`config.mk`:
```
export PLATFORM = sky130hd
export DESIGN_NAME = cr_axi_wr_port_bridge
export DESIGN_NICKNAME = d
export VERILOG_FILES = /design/src/rtl/cr_axi_wr_port_bridge.sv
export SDC_FILE = /design/constraint.sdc
export NUM_CORES = 1
export LEC_CHECK = 0
export BUFFER_PORTS_ARGS = -buffer_cell sky130_fd_sc_hd__buf_4
export CELL_PAD_IN_SITES_DETAIL_PLACEMENT = 1
export CELL_PAD_IN_SITES_GLOBAL_PLACEMENT = 1
export CORE_UTILIZATION = 45
export CTS_BUF_LIST = sky130_fd_sc_hd__clkbuf_4
export DETAILED_ROUTE_END_ITERATION = 6
export PLACE_DENSITY_LB_ADDON = 0.1
export SETUP_SLACK_MARGIN = 0.4
export SKIP_CTS_REPAIR_TIMING = 1
export SYNTH_ARGS = -nofsm -noshare
export SYNTH_HDL_FRONTEND = slang
export SYNTH_SLANG_ARGS = --single-unit
```
`constraint.sdc`:
```
create_clock -name clk -period 5.77 [get_ports clk]
set_clock_uncertainty 0.1 [all_clocks]
set_input_delay 0.8655 -clock clk [delete_from_list [all_inputs] [get_ports clk]]
set_output_delay 0.8655 -clock clk [all_outputs]
set_load 0.05 [all_outputs]
```
`src/rtl/cr_axi_wr_port_bridge.sv`:
```
// cr_axi_wr_port_bridge: per-port AXI write bridge. AW, W and B each pass through a 2-entry skid buffer.
// Latency: 1 cycle on every channel. Backpressure: input readys are registered (no comb path from output ready).
//   AW ready also drops once the outstanding writes (counted + held in the AW skid) reach MAX_OUTSTANDING.
// Ports: clk/rst_n; s_aw*/s_w*/s_b* upstream; m_aw*/m_w*/m_b* downstream (port 0 in the LSBs of each field);
//   out_cnt = live outstanding count per port; err_unexp_b = sticky "B with count 0" flag, cleared by err_clr.

// Two-entry FIFO-ordered skid buffer with a registered input ready.
// Ports: in_* push side, out_* pop side; ext_cnt_i is the next-cycle external count
//   checked against LIMIT (LIMIT = 0 disables the limit).
module cr_axi_wr_port_bridge_skid #(
  parameter int W     = 8,
  parameter int CW    = 4,
  parameter int LIMIT = 0
) (
  input  logic          clk,
  input  logic          rst_n,
  input  logic [CW-1:0] ext_cnt_i,
  input  logic          in_valid_i,
  output logic          in_ready_o,
  input  logic [W-1:0]  in_data_i,
  output logic          out_valid_o,
  input  logic          out_ready_i,
  output logic [W-1:0]  out_data_o
);
  typedef enum logic [1:0] {EMPTY, ONE, TWO} state_e;

  localparam int TW = CW + 2;

  state_e       state_q, state_d;
  logic [W-1:0] mem_q [2];
  logic         wr_ptr_q, rd_ptr_q;
  logic         rdy_q, rdy_d;
  logic         push, pop;
  logic [1:0]   occ_d;
  logic         hold;

  assign push        = in_valid_i && rdy_q;
  assign pop         = (state_q != EMPTY) && out_ready_i;
  assign out_valid_o = (state_q != EMPTY);
  assign out_data_o  = mem_q[rd_ptr_q];
  assign in_ready_o  = rdy_q;

  always_comb begin
    state_d = state_q;
    case (state_q)
      EMPTY:   if (push) state_d = ONE;
      ONE: begin
        if (push && !pop)      state_d = TWO;
        else if (!push && pop) state_d = EMPTY;
      end
      TWO:     if (pop) state_d = ONE;
      default: state_d = EMPTY;
    endcase
  end

  always_comb begin
    occ_d = 2'd0;
    case (state_d)
      ONE:     occ_d = 2'd1;
      TWO:     occ_d = 2'd2;
      default: occ_d = 2'd0;
    endcase
  end

  // Ready for next cycle looks at next-cycle occupancy plus next-cycle external count,
  // so an accepted beat can never push the total past LIMIT.
  assign hold  = (LIMIT != 0) && ((TW'(ext_cnt_i) + TW'(occ_d)) >= TW'(LIMIT));
  assign rdy_d = (state_d != TWO) && !hold;

  always_ff @(posedge clk or negedge rst_n) begin
    if (!rst_n) begin
      state_q  <= EMPTY;
      rdy_q    <= 1'b0;
      wr_ptr_q <= 1'b0;
      rd_ptr_q <= 1'b0;
      for (int i = 0; i < 2; i++) mem_q[i] <= '0;
    end else begin
      state_q <= state_d;
      rdy_q   <= rdy_d;
      if (push) begin
        mem_q[wr_ptr_q] <= in_data_i;
        wr_ptr_q        <= ~wr_ptr_q;
      end
      if (pop) rd_ptr_q <= ~rd_ptr_q;
    end
  end
endmodule

module cr_axi_wr_port_bridge #(
  parameter int NUM_PORTS       = 2,
  parameter int ADDR_W          = 32,
  parameter int DATA_W          = 64,
  parameter int ID_W            = 4,
  parameter int MAX_OUTSTANDING = 8,
  parameter int CNT_W           = $clog2(MAX_OUTSTANDING + 1)
) (
  input  logic                            clk,
  input  logic                            rst_n,
  input  logic [NUM_PORTS-1:0]            s_awvalid,
  output logic [NUM_PORTS-1:0]            s_awready,
  input  logic [NUM_PORTS*ADDR_W-1:0]     s_awaddr,
  input  logic [NUM_PORTS*ID_W-1:0]       s_awid,
  input  logic [NUM_PORTS-1:0]            s_wvalid,
  output logic [NUM_PORTS-1:0]            s_wready,
  input  logic [NUM_PORTS*DATA_W-1:0]     s_wdata,
  input  logic [NUM_PORTS*DATA_W/8-1:0]   s_wstrb,
  input  logic [NUM_PORTS-1:0]            s_wlast,
  output logic [NUM_PORTS-1:0]            s_bvalid,
  input  logic [NUM_PORTS-1:0]            s_bready,
  output logic [NUM_PORTS*ID_W-1:0]       s_bid,
  output logic [NUM_PORTS*2-1:0]          s_bresp,
  output logic [NUM_PORTS-1:0]            m_awvalid,
  input  logic [NUM_PORTS-1:0]            m_awready,
  output logic [NUM_PORTS*ADDR_W-1:0]     m_awaddr,
  output logic [NUM_PORTS*ID_W-1:0]       m_awid,
  output logic [NUM_PORTS-1:0]            m_wvalid,
  input  logic [NUM_PORTS-1:0]            m_wready,
  output logic [NUM_PORTS*DATA_W-1:0]     m_wdata,
  output logic [NUM_PORTS*DATA_W/8-1:0]   m_wstrb,
  output logic [NUM_PORTS-1:0]            m_wlast,
  input  logic [NUM_PORTS-1:0]            m_bvalid,
  output logic [NUM_PORTS-1:0]            m_bready,
  input  logic [NUM_PORTS*ID_W-1:0]       m_bid,
  input  logic [NUM_PORTS*2-1:0]          m_bresp,
  output logic [NUM_PORTS*CNT_W-1:0]      out_cnt,
  output logic [NUM_PORTS-1:0]            err_unexp_b,
  input  logic [NUM_PORTS-1:0]            err_clr
);
  localparam int STRB_W = DATA_W / 8;
  localparam int AWP_W  = ADDR_W + ID_W;
  localparam int WP_W   = DATA_W + STRB_W + 1;
  localparam int BP_W   = ID_W + 2;

  for (genvar p = 0; p < NUM_PORTS; p++) begin : g_port
    logic [AWP_W-1:0] aw_in, aw_out;
    logic [WP_W-1:0]  w_in, w_out;
    logic [BP_W-1:0]  b_in, b_out;
    logic [CNT_W-1:0] cnt_q, cnt_d;
    logic             err_q, err_d;
    logic             aw_hs, b_hs;

    assign aw_in = {s_awid[p*ID_W +: ID_W], s_awaddr[p*ADDR_W +: ADDR_W]};
    assign w_in  = {s_wlast[p], s_wstrb[p*STRB_W +: STRB_W], s_wdata[p*DATA_W +: DATA_W]};
    assign b_in  = {m_bid[p*ID_W +: ID_W], m_bresp[p*2 +: 2]};

    cr_axi_wr_port_bridge_skid #(.W(AWP_W), .CW(CNT_W), .LIMIT(MAX_OUTSTANDING)) u_aw (
      .clk(clk), .rst_n(rst_n), .ext_cnt_i(cnt_d),
      .in_valid_i(s_awvalid[p]), .in_ready_o(s_awready[p]), .in_data_i(aw_in),
      .out_valid_o(m_awvalid[p]), .out_ready_i(m_awready[p]), .out_data_o(aw_out));

    // W is deliberately not tied to the AW count.
    cr_axi_wr_port_bridge_skid #(.W(WP_W), .CW(CNT_W), .LIMIT(0)) u_w (
      .clk(clk), .rst_n(rst_n), .ext_cnt_i('0),
      .in_valid_i(s_wvalid[p]), .in_ready_o(s_wready[p]), .in_data_i(w_in),
      .out_valid_o(m_wvalid[p]), .out_ready_i(m_wready[p]), .out_data_o(w_out));

    cr_axi_wr_port_bridge_skid #(.W(BP_W), .CW(CNT_W), .LIMIT(0)) u_b (
      .clk(clk), .rst_n(rst_n), .ext_cnt_i('0),
      .in_valid_i(m_bvalid[p]), .in_ready_o(m_bready[p]), .in_data_i(b_in),
      .out_valid_o(s_bvalid[p]), .out_ready_i(s_bready[p]), .out_data_o(b_out));

    assign m_awaddr[p*ADDR_W +: ADDR_W] = aw_out[ADDR_W-1:0];
    assign m_awid[p*ID_W +: ID_W]       = aw_out[AWP_W-1:ADDR_W];
    assign m_wdata[p*DATA_W +: DATA_W]  = w_out[DATA_W-1:0];
    assign m_wstrb[p*STRB_W +: STRB_W]  = w_out[DATA_W +: STRB_W];
    assign m_wlast[p]                   = w_out[WP_W-1];
    assign s_bresp[p*2 +: 2]            = b_out[1:0];
    assign s_bid[p*ID_W +: ID_W]        = b_out[BP_W-1:2];

    assign aw_hs = m_awvalid[p] && m_awready[p];
    assign b_hs  = m_bvalid[p] && m_bready[p];

    // A B with nothing outstanding is still forwarded; the count saturates at 0 and the error latches.
    always_comb begin
      cnt_d = cnt_q;
      err_d = err_q;
      if (aw_hs && !b_hs)                       cnt_d = cnt_q + CNT_W'(1);
      else if (!aw_hs && b_hs && cnt_q != '0)   cnt_d = cnt_q - CNT_W'(1);
      if (err_clr[p])                           err_d = 1'b0;
      if (b_hs && cnt_q == '0)                  err_d = 1'b1;
    end

    always_ff @(posedge clk or negedge rst_n) begin
      if (!rst_n) begin
        cnt_q <= '0;
        err_q <= 1'b0;
      end else begin
        cnt_q <= cnt_d;
        err_q <= err_d;
      end
    end

    assign out_cnt[p*CNT_W +: CNT_W] = cnt_q;
    assign err_unexp_b[p]            = err_q;
  end
endmodule

```
Word level (Yosys, flattened, before mapping)

Index checks and enable logic that the tools add are counted.
Widths: inputs -> output; s select.

Flip-flop bits (word level): 500
Input bits: 246
Logic and storage cells: 260

$add $sub $neg: 6
Magnitude comparators: 20
Equality and inequality tests: 22
Mux-type cells: 76
Bitwise operators: 24
Reductions and logical operators: 72

Operator list:

| kind               | number |
|---|---|
| $mux 73            | 8 |
| $bwmux 146         | 2 |
| $mux 36            | 8 |
| $demux 73 s1       | 2 |
| $bwmux 72          | 2 |
| $demux 36 s1       | 2 |
| $mux 2             | 24 |
| $mux 6             | 8 |
| $logic_and 1x1->1  | 40 |
| $pmux 2 s3         | 6 |
| $bwmux 12          | 2 |
| $ge 2x2->1 const B | 12 |
| $not 1->2          | 12 |
| $eq 2x1->1 const B | 8 |
| $eq 2x2->1 const B | 8 |
| $mux 4             | 4 |
| $reduce_bool 2->1  | 8 |
| $logic_not 1->1    | 14 |
| $demux 6 s1        | 2 |
| $ge 6x4->1 const B | 2 |
| $logic_not 2->1    | 6 |
| $lt 2x1->1 const B | 6 |
| $ne 2x2->1 const B | 6 |
| $not 1->1          | 12 |
| 7 further kinds    | 16 |

Depth between registers and ports, before layout

Depth after elaboration: 12
Mapped depth: 12

Hierarchy

Synthesis repeated with hierarchy kept, for this count alone.

Cells, all modules: 1442
Area total of the unflattened synthesis: 22774.3 sq um

Modules (own cells, without submodules):

| module                                         | instances | cells an instance | area each (sq um) |
|---|---|---|---|
| cr_axi_wr_port_bridge_skid (g_port[0].u_w ...) | 2         | 410               | 6742.7 |
| cr_axi_wr_port_bridge_skid (g_port[1].u_aw)    | 1         | 224               | 3554.7 |
| cr_axi_wr_port_bridge_skid (g_port[0].u_aw)    | 1         | 223               | 3545.9 |
| cr_axi_wr_port_bridge_skid (g_port[0].u_b ...) | 2         | 53                | 763.2 |
| cr_axi_wr_port_bridge                          | 1         | 69                | 661.9 |

Least setup slack after synthesis

Ideal clock, no wire load.

Path kind: input-to-reg
Start: input port m_bvalid[0]
End: register g_port[0].u_aw.rdy_q
Library setup time: 0.122 ns
Data arrival time: 2.772 ns
Data required time: 5.548 ns
Path slack: 2.776 ns
Stages: 10
Path through: and2_0 clkbuf_1 a21oi_1 o31ai_1 ha_1 a21oi_1 nor2b_1 a22oi_1 a211o_1 a21oi_2

Cells in the longest elaborated chain, start to end: 9
Elaborated cells between the ends (all ways): 11
Those cells by class: add/sub: 1; order compare: 1; mux: 2; reduce/logical: 7

Ends and longest elaborated chain:

| element                         | line | source |
|---|---|---|
| start, declared                 | 121  | `input logic [NUM_PORTS-1:0] m_bvalid,` |
| $logic_and 1x1->1 (*)           | 171  | `assign b_hs = m_bvalid[p] && m_bready[p];` |
| $logic_and 1x1->1 (2 in series) | 178  | `else if (!aw_hs && b_hs && cnt_q != '0) cnt_d = cnt_q - CNT_W'(1);` |
| $mux 4                          | 178  |  |
| $mux 4 (*)                      | 177  | `if (aw_hs && !b_hs) cnt_d = cnt_q + CNT_W'(1);` |
| named net g_port[0].cnt_d[1]    | 138  | `logic [CNT_W-1:0] cnt_q, cnt_d;` |
| $add 4x2->5 (*)                 | 67   | `assign hold = (LIMIT != 0) && ((TW'(ext_cnt_i) + TW'(occ_d)) >= TW'(LIMIT));` |
| $ge 6x4->1 (*)                  | 67   |  |
| $logic_not 1->1 (*)             | 68   | `assign rdy_d = (state_d != TWO) && !hold;` |
| $logic_and 1x1->1 (*)           | 68   |  |
| named net g_port[0].u_aw.rdy_d  | 32   | `logic rdy_q, rdy_d;` |
| end signal, assigned            | 79   | `rdy_q <= rdy_d;` |
| end, declared                   | 32   |  |

The timed path passes the listed nets; every way through them passes the cells marked *.
A chain may end at the register's enable or synchronous reset.

Worst setup path in the final report

Start: register g_port[0].u_w.rd_ptr_q
End: output port m_wdata[15]

Cells in the longest elaborated chain, start to end: 4

Ends and longest elaborated chain:

| element                                     | line | source |
|---|---|---|
| start, declared                             | 31   | `logic wr_ptr_q, rd_ptr_q;` |
| start signal, assigned                      | 84   | `if (pop) rd_ptr_q <= ~rd_ptr_q;` |
| $not 1->2 (not written as such)             | 40   | `assign out_data_o = mem_q[rd_ptr_q];` |
| $mux 73 (not written as such) (3 in series) | 40   |  |
| end, declared                               | 118  | `output logic [NUM_PORTS*DATA_W-1:0] m_wdata,` |

No other way between the ends. The select of a mux whose other input is x is not followed.

==> impl_metrics.toml <==
[status]
status = "finished, final reports clean"

[timing]
rsz0062_at_grt = "false"
setup_violations = 0
finalHoldViolCount = 0
finalSetupTns_ps = 0
maxSlewViolCount = 0
period_share_pct = 72.3
max_freq_mhz = 240
period_needed_ps = 4170
setup_slack_ps = 1600
worst_slew_pin_slew_ps = 1100
slew_headroom_pct = 26.7

[place]
place_congestion = 0.818
io_buffer_count = 497
dp_slack_ps = 2350
post-dp-hpwl_um = 42100
dpl_cell_area_mm2 = 0.0261

[global_route]
antenna_found_initial = 14
grt_pass1_wl_um = 92400
grt_max_degree = 143
grt_pass1_vias = 16100
grt_util_all_layers_pct = 24.6
grt_overflow = 0

[floorplanning]
core-area_mm2 = 0.0478
die_area_mm2 = 0.0495
ios = 498
start_util_pct = 45.7
dieHeight_um = 222
dieWidth_um = 222
rows = 80

[logic_synthesis]
yosys_register_bits = 500
yosysTopAreaCellShare_pct = 57.2
synth-edff-count = 0
synth.avg_cell_area_um2 = 14.9
syn_area_mm2 = 0.0219
synth_area_leaders = "dfrtp_1 (57%), mux2_2 (36%), clkbuf_1 (0.96%), buf_4 (0.48%), nand3_1 (0.48%)"
synth-main-ff-cell = "dfrtp_1"
yosysTopAreaCell = "dfrtp_1"
synth_cell_types = 42
synth-async-reset-ratio_pct = 100
ys_seq_area_share_pct = 57.2
syn_inst = 1464
syn_nets = 1720
yosys_warnings = 0

[detailed_routing]
drc = 0
routed_via_density = 5.18
wl_met2_um = 33800
wl_per_cell_um = 21.9
firstDrtPassIters = 4
highest_layer = "met5"
vias = 15300
antenna_left = 0
wl_met1_um = 24900
drt_wl_total_um = 64700
drtIter0Drc = 587
wl_met3_um = 3950

[setup_path]
cp_max_fo = 38
critPathRequiredTime_ps = 4800
cp-end-kind = "output pin"
crit_type = "reg -> out"
cp.arrival_ps = 3210
critPathLaunchType = "flip-flop"

[clock_tree]
clock_sinks = 500
clk_path_buf_depth = 3
worstSkewPairLatency_ps = 960
cts_tree = "yes"
cts_buffers = 139
clockRootBuffer = "clkbuf_4"
h-tree-depth = 4
cts.reportedPaths.clkPinSlew_ps = 70

[cells_and_area]
fillCellCount = 4650
layout-area-overhead-vs-synth_pct = 36.7
drive_above_1_share_pct = 62.3
stdcell_area_mm2 = 0.0299
fin_nets = 2485

[flow_run]
max-cap-violations = 0

[min_path]
hold_class = "in -> reg"
cells in the final DEF, fill, tap and decap left out, types with 3 or more instances in the layout:
master         count
mux2_2           696
buf_4            508
dfrtp_1          498
clkbuf_4         211
dlygate4sd3_1    202
nand2_1           26
nand3_1           19
diode_2           17
clkinv_1          16
a21oi_1           15
nor2_1            12
inv_1             10
o22ai_1           10
or2_2              8
xnor2_1            8
ha_1               8
inv_2              6
a21o_1             5
nand2b_1           5
o21ai_0            4
a31oi_1            4
nand4_1            3
mux2i_1            3
and3b_1            3
buf_12             3
flip-flops by register name, summed over array words and instances (netlist names), 4 cells and up:
signal	cells
g_port.cnt_q	8
g_port.u_aw.mem_q	144
g_port.u_aw.state_q	4
g_port.u_b.mem_q	24
g_port.u_b.state_q	4
g_port.u_w.mem_q	292
g_port.u_w.state_q	4
layout make-up:
class | count | area (um2) | share of cell area (%)
well taps | 615 | 769 | 2.57
clock buffers | 211 | 1580 | 5.30
inverters | 10 | 37.5 | 0.126
clock inverters | 23 | 113 | 0.377
flip-flops and latches | 500 | 12500 | 41.9
multi-input cells | 864 | 8930 | 29.9
repair buffers | 714 | 5910 | 19.8
diodes | 17 | 42.5 | 0.142
final timing paths:
check | startpoint | to | slack, ps | cells past startpoint
worst max-delay path | g_port[0].u_w.rd_ptr_q | m_wdata[15] | 1600 | 3
worst min-delay path | m_wready[1] | g_port[1].u_w.in_ready_o | 60 | 2
worst max register to register | g_port[1].u_aw.state_q[0] | g_port[1].u_aw.in_ready_o | 2730 | 9
worst min register to register | g_port[1].u_b.mem_q[1] | g_port[1].u_b.mem_q[1] | 400 | 1
max in group asynchronous | rst_n | g_port[0].u_aw.mem_q[48] | 3730 | 3
min in group asynchronous | rst_n | g_port[0].u_w.mem_q[45] | 470 | 2
worst max-delay path: stages, from the launching register on:
cell     delay, ps
dfrtp_2        980
buf_4          600
mux2_2         430
buf_4          200
kinds of logic after synthesis:
| family | count (synthesis) | synth area share (%) |
|---|---|---|
| AO/OA/AOI/OAI | 49 | 1.42 |
| XOR/XNOR | 8 | 0.320 |
| adder cells (fa/ha/maj) | 10 | 0.641 |
| buffers and inverters | 100 | 2.10 |
| flip-flops | 500 | 57.2 |
| multiplexers | 699 | 36.0 |
| AND/OR/NAND/NOR | 98 | 2.35 |
routing by layer:
layer	track usage, %	up-vias
met1	28.3	7865
li1	-	6882
met2	40.0	439
met3	9.39	110
met5	0	-
met4	12.6	2
metrics by stage:
| step | hold slack [ps] | std cells | util [%] |
|---|---|---|---|
| after floorplan | 359 | 1464 | - |
| after global placement | 381 | 2501 | 54.6 |
| after detailed placement | 387 | 2501 | 54.6 |
| after CTS | -217 | 2735 | 58.2 |
| after global routing | -29.0 | 2953 | 62.5 |
| final | 58.0 | 2954 | 62.5 |
synthesized netlist by cell type (4+ instances only):
| cell | n |
|---|---|
| nor2_1 | 12 |
| nand2_1 | 26 |
| buf_2 | 19 |
| dfrtp_1 | 500 |
| a21o_1 | 5 |
| a31oi_1 | 4 |
| inv_1 | 10 |
| mux2_2 | 696 |
| a21oi_1 | 15 |
| o21ai_0 | 4 |
| xnor2_1 | 8 |
| or2_1 | 4 |
| nand3_1 | 21 |
| buf_4 | 14 |
| clkbuf_1 | 56 |
| o22ai_1 | 10 |
| or2_2 | 7 |
| nand2b_1 | 5 |
| ha_1 | 8 |
Power is not shown: default switching activity piles up to over one toggle a cycle in this logic, so the estimate is an artifact.
